===== src/rtl/filter_stream_if.sv =====
// Streaming bus between the sample sequencer, sample ROM, rank-order filter and result RAM.
interface filter_stream_if #(
  parameter int data_bits = 8,
  parameter int addr_bits = 8
);
  logic                 start;
  logic                 hold;
  logic [addr_bits-1:0] rom_addr;
  logic [data_bits-1:0] rom_data;
  logic                 filt_clr;
  logic                 sample_en;
  logic [data_bits-1:0] sample;
  logic [data_bits-1:0] filt_out;
  logic                 ram_wr_en;
  logic [addr_bits-1:0] ram_wr_addr;
  logic [data_bits-1:0] ram_wr_data;
  logic                 busy;
  logic                 done;

  modport master (
    output start, hold, rom_data, filt_out,
    input  rom_addr, filt_clr, sample_en, sample, ram_wr_en, ram_wr_addr, ram_wr_data, busy, done
  );

  modport slave (
    input  start, hold, rom_data, filt_out,
    output rom_addr, filt_clr, sample_en, sample, ram_wr_en, ram_wr_addr, ram_wr_data, busy, done
  );
endinterface


===== src/rtl/filter_stream_ctrl.sv =====
// Single-clock sample sequencer: walks the sample ROM, strobes the filter and writes results to RAM.
// state | meaning
// IDLE  | waiting for start after reset
// RUN   | issuing ROM addresses (stalled by hold)
// DRAIN | all addresses issued, waiting for the last result write
// DONE  | run complete, waiting for a new start
module filter_stream_ctrl #(
  parameter int data_bits   = 8,
  parameter int addr_bits   = 8,
  parameter int NUM_SAMPLES = 255,
  parameter int ROM_LAT     = 1,
  parameter int FILT_LAT    = 1
) (
  input logic            clk,
  input logic            rst,
  filter_stream_if.slave bus
);

  typedef enum logic [1:0] {IDLE, RUN, DRAIN, DONE} state_t;

  localparam logic [addr_bits-1:0] LAST = addr_bits'(NUM_SAMPLES - 1);

  state_t               state, state_nxt;
  logic [addr_bits-1:0] issue_cnt, wr_cnt;
  logic [ROM_LAT-1:0]   rom_vld;
  logic [FILT_LAT-1:0]  filt_vld;
  logic                 filt_clr_q;
  logic                 launch, issue, last_issue, last_write;
  logic                 busy_c, done_c;

  assign launch     = ((state == IDLE) || (state == DONE)) && bus.start;
  assign issue      = (state == RUN) && !bus.hold;
  assign last_issue = issue && (issue_cnt == LAST);
  assign last_write = bus.ram_wr_en && (wr_cnt == LAST);

  always_ff @(posedge clk) begin
    if (rst) state <= IDLE;
    else     state <= state_nxt;
  end

  always_comb begin
    state_nxt = state;
    busy_c    = 1'b0;
    done_c    = 1'b0;
    case (state)
      IDLE: begin
        if (bus.start) state_nxt = RUN;
      end
      RUN: begin
        busy_c = 1'b1;
        if (last_issue) state_nxt = DRAIN;
      end
      DRAIN: begin
        busy_c = 1'b1;
        if (last_write) state_nxt = DONE;
      end
      DONE: begin
        done_c = 1'b1;
        if (bus.start) state_nxt = RUN;
      end
      default: state_nxt = IDLE;
    endcase
  end

  // Counters stop on their final address so they never wrap, even when NUM_SAMPLES fills the address space.
  always_ff @(posedge clk) begin
    if (rst) begin
      issue_cnt  <= '0;
      wr_cnt     <= '0;
      rom_vld    <= '0;
      filt_vld   <= '0;
      filt_clr_q <= 1'b0;
    end else begin
      filt_clr_q <= launch;
      rom_vld    <= (rom_vld << 1) | ROM_LAT'(issue);
      filt_vld   <= (filt_vld << 1) | FILT_LAT'(rom_vld[ROM_LAT-1]);
      if (launch) begin
        issue_cnt <= '0;
        wr_cnt    <= '0;
      end else begin
        if (issue && !last_issue)        issue_cnt <= issue_cnt + 1'b1;
        if (bus.ram_wr_en && !last_write) wr_cnt    <= wr_cnt + 1'b1;
      end
    end
  end

  assign bus.rom_addr    = issue_cnt;
  assign bus.filt_clr    = filt_clr_q;
  assign bus.sample_en   = rom_vld[ROM_LAT-1];
  assign bus.sample      = data_bits'(bus.rom_data);
  assign bus.ram_wr_en   = filt_vld[FILT_LAT-1];
  assign bus.ram_wr_addr = wr_cnt;
  assign bus.ram_wr_data = bus.filt_out;
  assign bus.busy        = busy_c;
  assign bus.done        = done_c;

endmodule

===== src/flat_wrapper.sv =====
// flat-port wrapper written by rule: the top's interface ports become plain ports
module filter_stream_ctrl_flat 
#(
  parameter int data_bits   = 8,
  parameter int addr_bits   = 8,
  parameter int NUM_SAMPLES = 255,
  parameter int ROM_LAT     = 1,
  parameter int FILT_LAT    = 1
)
  (clk, rst, bus_start, bus_hold, bus_rom_data, bus_filt_out, bus_rom_addr, bus_filt_clr, bus_sample_en, bus_sample, bus_ram_wr_en, bus_ram_wr_addr, bus_ram_wr_data, bus_busy, bus_done);
  filter_stream_if #(.data_bits(data_bits), .addr_bits(addr_bits)) bus_i ();
  input logic clk;
  input logic rst;
  input wire logic [$bits(bus_i.start)-1:0] bus_start;
  input wire logic [$bits(bus_i.hold)-1:0] bus_hold;
  input wire logic [$bits(bus_i.rom_data)-1:0] bus_rom_data;
  input wire logic [$bits(bus_i.filt_out)-1:0] bus_filt_out;
  output wire logic [$bits(bus_i.rom_addr)-1:0] bus_rom_addr;
  output wire logic [$bits(bus_i.filt_clr)-1:0] bus_filt_clr;
  output wire logic [$bits(bus_i.sample_en)-1:0] bus_sample_en;
  output wire logic [$bits(bus_i.sample)-1:0] bus_sample;
  output wire logic [$bits(bus_i.ram_wr_en)-1:0] bus_ram_wr_en;
  output wire logic [$bits(bus_i.ram_wr_addr)-1:0] bus_ram_wr_addr;
  output wire logic [$bits(bus_i.ram_wr_data)-1:0] bus_ram_wr_data;
  output wire logic [$bits(bus_i.busy)-1:0] bus_busy;
  output wire logic [$bits(bus_i.done)-1:0] bus_done;
  assign bus_i.start = bus_start;
  assign bus_i.hold = bus_hold;
  assign bus_i.rom_data = bus_rom_data;
  assign bus_i.filt_out = bus_filt_out;
  assign bus_rom_addr = bus_i.rom_addr;
  assign bus_filt_clr = bus_i.filt_clr;
  assign bus_sample_en = bus_i.sample_en;
  assign bus_sample = bus_i.sample;
  assign bus_ram_wr_en = bus_i.ram_wr_en;
  assign bus_ram_wr_addr = bus_i.ram_wr_addr;
  assign bus_ram_wr_data = bus_i.ram_wr_data;
  assign bus_busy = bus_i.busy;
  assign bus_done = bus_i.done;
  filter_stream_ctrl #(.data_bits(data_bits), .addr_bits(addr_bits), .NUM_SAMPLES(NUM_SAMPLES), .ROM_LAT(ROM_LAT), .FILT_LAT(FILT_LAT)) u_core (.clk(clk), .rst(rst), .bus(bus_i));
endmodule

===== config.mk =====
export PLATFORM = sky130hd
export DESIGN_NAME = filter_stream_ctrl_flat
export DESIGN_NICKNAME = d
export VERILOG_FILES = /design/src/rtl/filter_stream_if.sv /design/src/rtl/filter_stream_ctrl.sv /design/src/flat_wrapper.sv
export SDC_FILE = /design/constraint.sdc
export NUM_CORES = 1
export LEC_CHECK = 0
export BUFFER_PORTS_ARGS = -buffer_cell sky130_fd_sc_hd__buf_2
export CAP_MARGIN = 20
export CORE_MARGIN = 3
export CORE_UTILIZATION = 49
export CTS_BUF_LIST = sky130_fd_sc_hd__clkbuf_8 sky130_fd_sc_hd__clkbuf_16
export DETAILED_ROUTE_END_ITERATION = 8
export GPL_TIMING_DRIVEN = 0
export PLACE_DENSITY_LB_ADDON = 0.2
export SYNTH_ARGS = -nofsm -noshare
export SYNTH_HDL_FRONTEND = slang
export SYNTH_SLANG_ARGS = --single-unit
export TNS_END_PERCENT = 10

===== constraint.sdc =====
create_clock -name clk -period 5.1 [get_ports clk]
set_input_delay 0 -clock clk [delete_from_list [all_inputs] [get_ports clk]]
set_output_delay 0 -clock clk [all_outputs]
set_load 0.02 [all_outputs]

==> metrics.md <==
| Metric | Value |
|---|---|
| DRC Markers | 0 |
| DRT Pass-1 Iters | 4 |
| Yosys top cell area share | 0.340 |
| Status | finished, final reports clean |
| DRT iter0 DRCs | 27 |
| Initial Utilization | 0.538 |
| Synth cell count leaders | 21 x dfxtp_1, 19 x nor2_1, 16 x buf_4 |
| PnR worst setup slack | 3.23 ns |
| Vias per cell | 5.39 |
| Pre-CTS WS | 3.25 ns |
| Worst path top cell family by delay | flip-flops |
| Total power | 0.000477 W |
| Final Max Tran Viols | 0 |
| Top post-synthesis cells by area | dfxtp_1 34%, buf_4 9.7%, ha_1 7.1% |
| CTS tree | done |
| Die Y | ~56 microns |
| Clock buffer count from CTS | 3 |
| Cell Rows | 17 |
| Crit-path slowest cell | dfxtp_1 |
| Detailed placement HPWL | 2120 microns |
| Clock latency at the later pin of the worst-skew pair | 0.26 ns |
| Pin slew with the least headroom to its limit | between 0.5 and 0.6 ns |
| Clock Sinks | 21 |
| Avg WL per Cell | 13.3 microns |
| Filler Cell Count | 214 |
| Critical Path Start Type | flip-flop |
| Register area share after synthesis | 0.340 |
| First-pass GRT wire length | 4610 microns |
| PortBufs | 40 |
| Initial antenna violation count | 0 |
| YS warnings | 0 |
| Most numerous cell in the Yosys netlist | dfxtp_1 |
| Cts repair resizes | 0 |
| Final period util | 0.366 |
| Post-synthesis cell area | 0.00123 sq mm |
| TNS Setup | 0 ns |
| Net Count, Synth | 160 |
| Predominant post-synthesis flop cell | dfxtp_1 |
| Hold Crit Class | input pin to flip-flop |
| Core region area | approximately 0.0023 sq mm |
| Die Footprint | 0.00316 sq mm |
| Async set-or-reset flop fraction in the synthesized netlist | 0 |
| Routed WL | 2740 microns |
| Diodes inserted | 0 |
| DIE WIDTH | roughly 56 microns |
| Crit path DAT | 2.02 ns |
| CTS Root Cell | clkbuf_8 |
| Placer Congestion | between 0.7 and 0.8 |
| Clock transition at path regs | about 0.080 ns |
| Post-synth EDFFs | 0 |
| Final Skew | roughly 0.0039 ns |
| Worst path cell trace | inv_1, ha_1, and3_4, a2111oi_4, nand3_1, mux2_1 |
| Flop-to-flop setup slack | 3.23 ns |
| Synthesis-to-finish area growth | 23.5% |
| Largest net degree at the start of global routing | 12 |
| Synth Area per Inst | 9.29 sq um |
| Crit. End Element | flip-flop |
| CP max stage delay | 0.45 ns |
| P_leak | 0.701 nW |
| WS Path Type | flip-flop to flip-flop |
| Worst-case vdd ir drop | between 0.2 and 0.25 mV |
| Layout cells sized above 1 | 0.388 |
| CP Max Fanout | 6 |
| Routed Antenna Nets | 0 |
| Instance count of the mapped netlist | 133 |
| Gr usage total | 0.176 |
| # IOs | 57 |
| Relative slew slack | 0.641 |
| Fmax | 536 MHz |
| Unrepaired setup endpoints after global routing | false |
| # Max-Cap Violations | 0 |
| Vias in the first global route | roughly 1100 |
| Number of synthesized register bits | 21 |
| WP buf/inv | 1 |
| Endpoints failing hold | 0 |
| # nets final | approximately 200 |
| Min Tclk post-route | 1.87 ns |
| GRT overflow | 0 |
| Synth area leader | dfxtp_1 |
| Setup violations, final | 0 |
| Synth unique cells | 37 |
| CP required | 5.25 ns |
| Total number of vias | 1110 |
| Clock buffer depth | 2 |
| Util after Layout | 0.664 |
| H-Tree Depth | 1 |
| Pwr/cell area | 313 mW/mm^2 |
placed cells by master (no fill, tap or decap), types with 3 or more instances in the layout:
master / n
xor2_1: 6
ha_1: 7
buf_2: 40
clkbuf_8: 3
o211ai_1: 3
xnor2_1: 5
inv_1: 7
a211oi_1: 3
buf_4: 16
nand3_1: 6
and3_1: 3
nor2_1: 19
dfxtp_1: 21
nand2_1: 6
nand2b_1: 3
kinds of logic after synthesis:
kind of cell             synth area share
XOR/XNOR                           0.0780
multiplexers                      0.00912
buffers and inverters               0.123
AND/OR/NAND/NOR                     0.201
adder cells (fa/ha/maj)            0.0709
flip-flops                          0.340
AO/OA/AOI/OAI                       0.178
flip-flops by register name (all words and copies together), names as in the netlist:
signal and cells:
u_core.state 2, u_core.bus.ram_wr_addr 8, u_core.bus.filt_clr 1, u_core.bus.rom_addr 8, u_core.bus.sample_en 1, u_core.bus.ram_wr_en 1
worst paths after layout:
check | startpoint | end | cells past startpoint
worst max-delay path | u_core.bus.ram_wr_addr[0]$_SDFFE_PP0P_ | u_core.bus.ram_wr_addr[7]$_SDFFE_PP0P_ | 6
worst min-delay path | bus_start | u_core.bus.filt_clr$_SDFF_PP0_ | 3
worst max register to register | u_core.bus.ram_wr_addr[0]$_SDFFE_PP0P_ | u_core.bus.ram_wr_addr[7]$_SDFFE_PP0P_ | 6
worst min register to register | u_core.bus.sample_en$_SDFF_PP0_ | u_core.bus.ram_wr_en$_SDFF_PP0_ | 1
layer usage:
layer / share of wire / GRT usage / vias to the layer above / routed length, microns
met2: 0.52 / 0.324 / 58 / 1420
met5: 0 / 0 / - / 0
li1: - / - / 535 / -
met3: 0.094 / 0.0510 / 2 / 258
met1: 0.38 / 0.194 / 515 / 1060
met4: 0.0026 / 0.0508 / 0 / 7
worst register-to-register path, stage by stage, from the launching register on:
cell	delay [ns]
dfxtp_1	0.45
inv_1	0.07
ha_1	0.22
and3_4	0.20
a2111oi_4	0.37
nand3_1	0.12
mux2_1	0.32
what timing repair did:
item                      CTS  global route
hold endpoints to repair    1             0
hold buffers                1             0
setup buffers               0             0
metrics by stage:
| stage | instances | instance area, sq um | hold slack [ns] |
|---|---|---|---|
| finish | 206 | 1530 | 0.0293 |
| CTS | 206 | 1530 | 0.0286 |
| global route | 206 | 1530 | 0.0591 |
| global placement | 201 | 1470 | 0.219 |
| floorplan | 133 | 1230 | 0.0646 |
| detailed placement | 201 | 1470 | 0.219 |
report_power, final:
part	internal [W]	total, W	switching (W)
combinational	0.0000714	0.000179	0.000108
clock	0.0000535	0.000105	0.0000518
sequential	0.000178	0.000192	0.0000139
total	0.000303	0.000477	0.000174
cell type report:
class                           count  area [sq um]  share of cell area
Sequential cell                    21           420               0.276
Multi-Input combinational cell     88           663               0.435
Clock inverter                      1          3.75             0.00246
Buffer                             18           129              0.0845
Timing Repair Buffer               41           210               0.138
Inverter                            6          22.5              0.0148
Tap cell                           28          35.0              0.0230
Clock buffer                        3          41.3              0.0271
(Power assumes the default switching activity.)
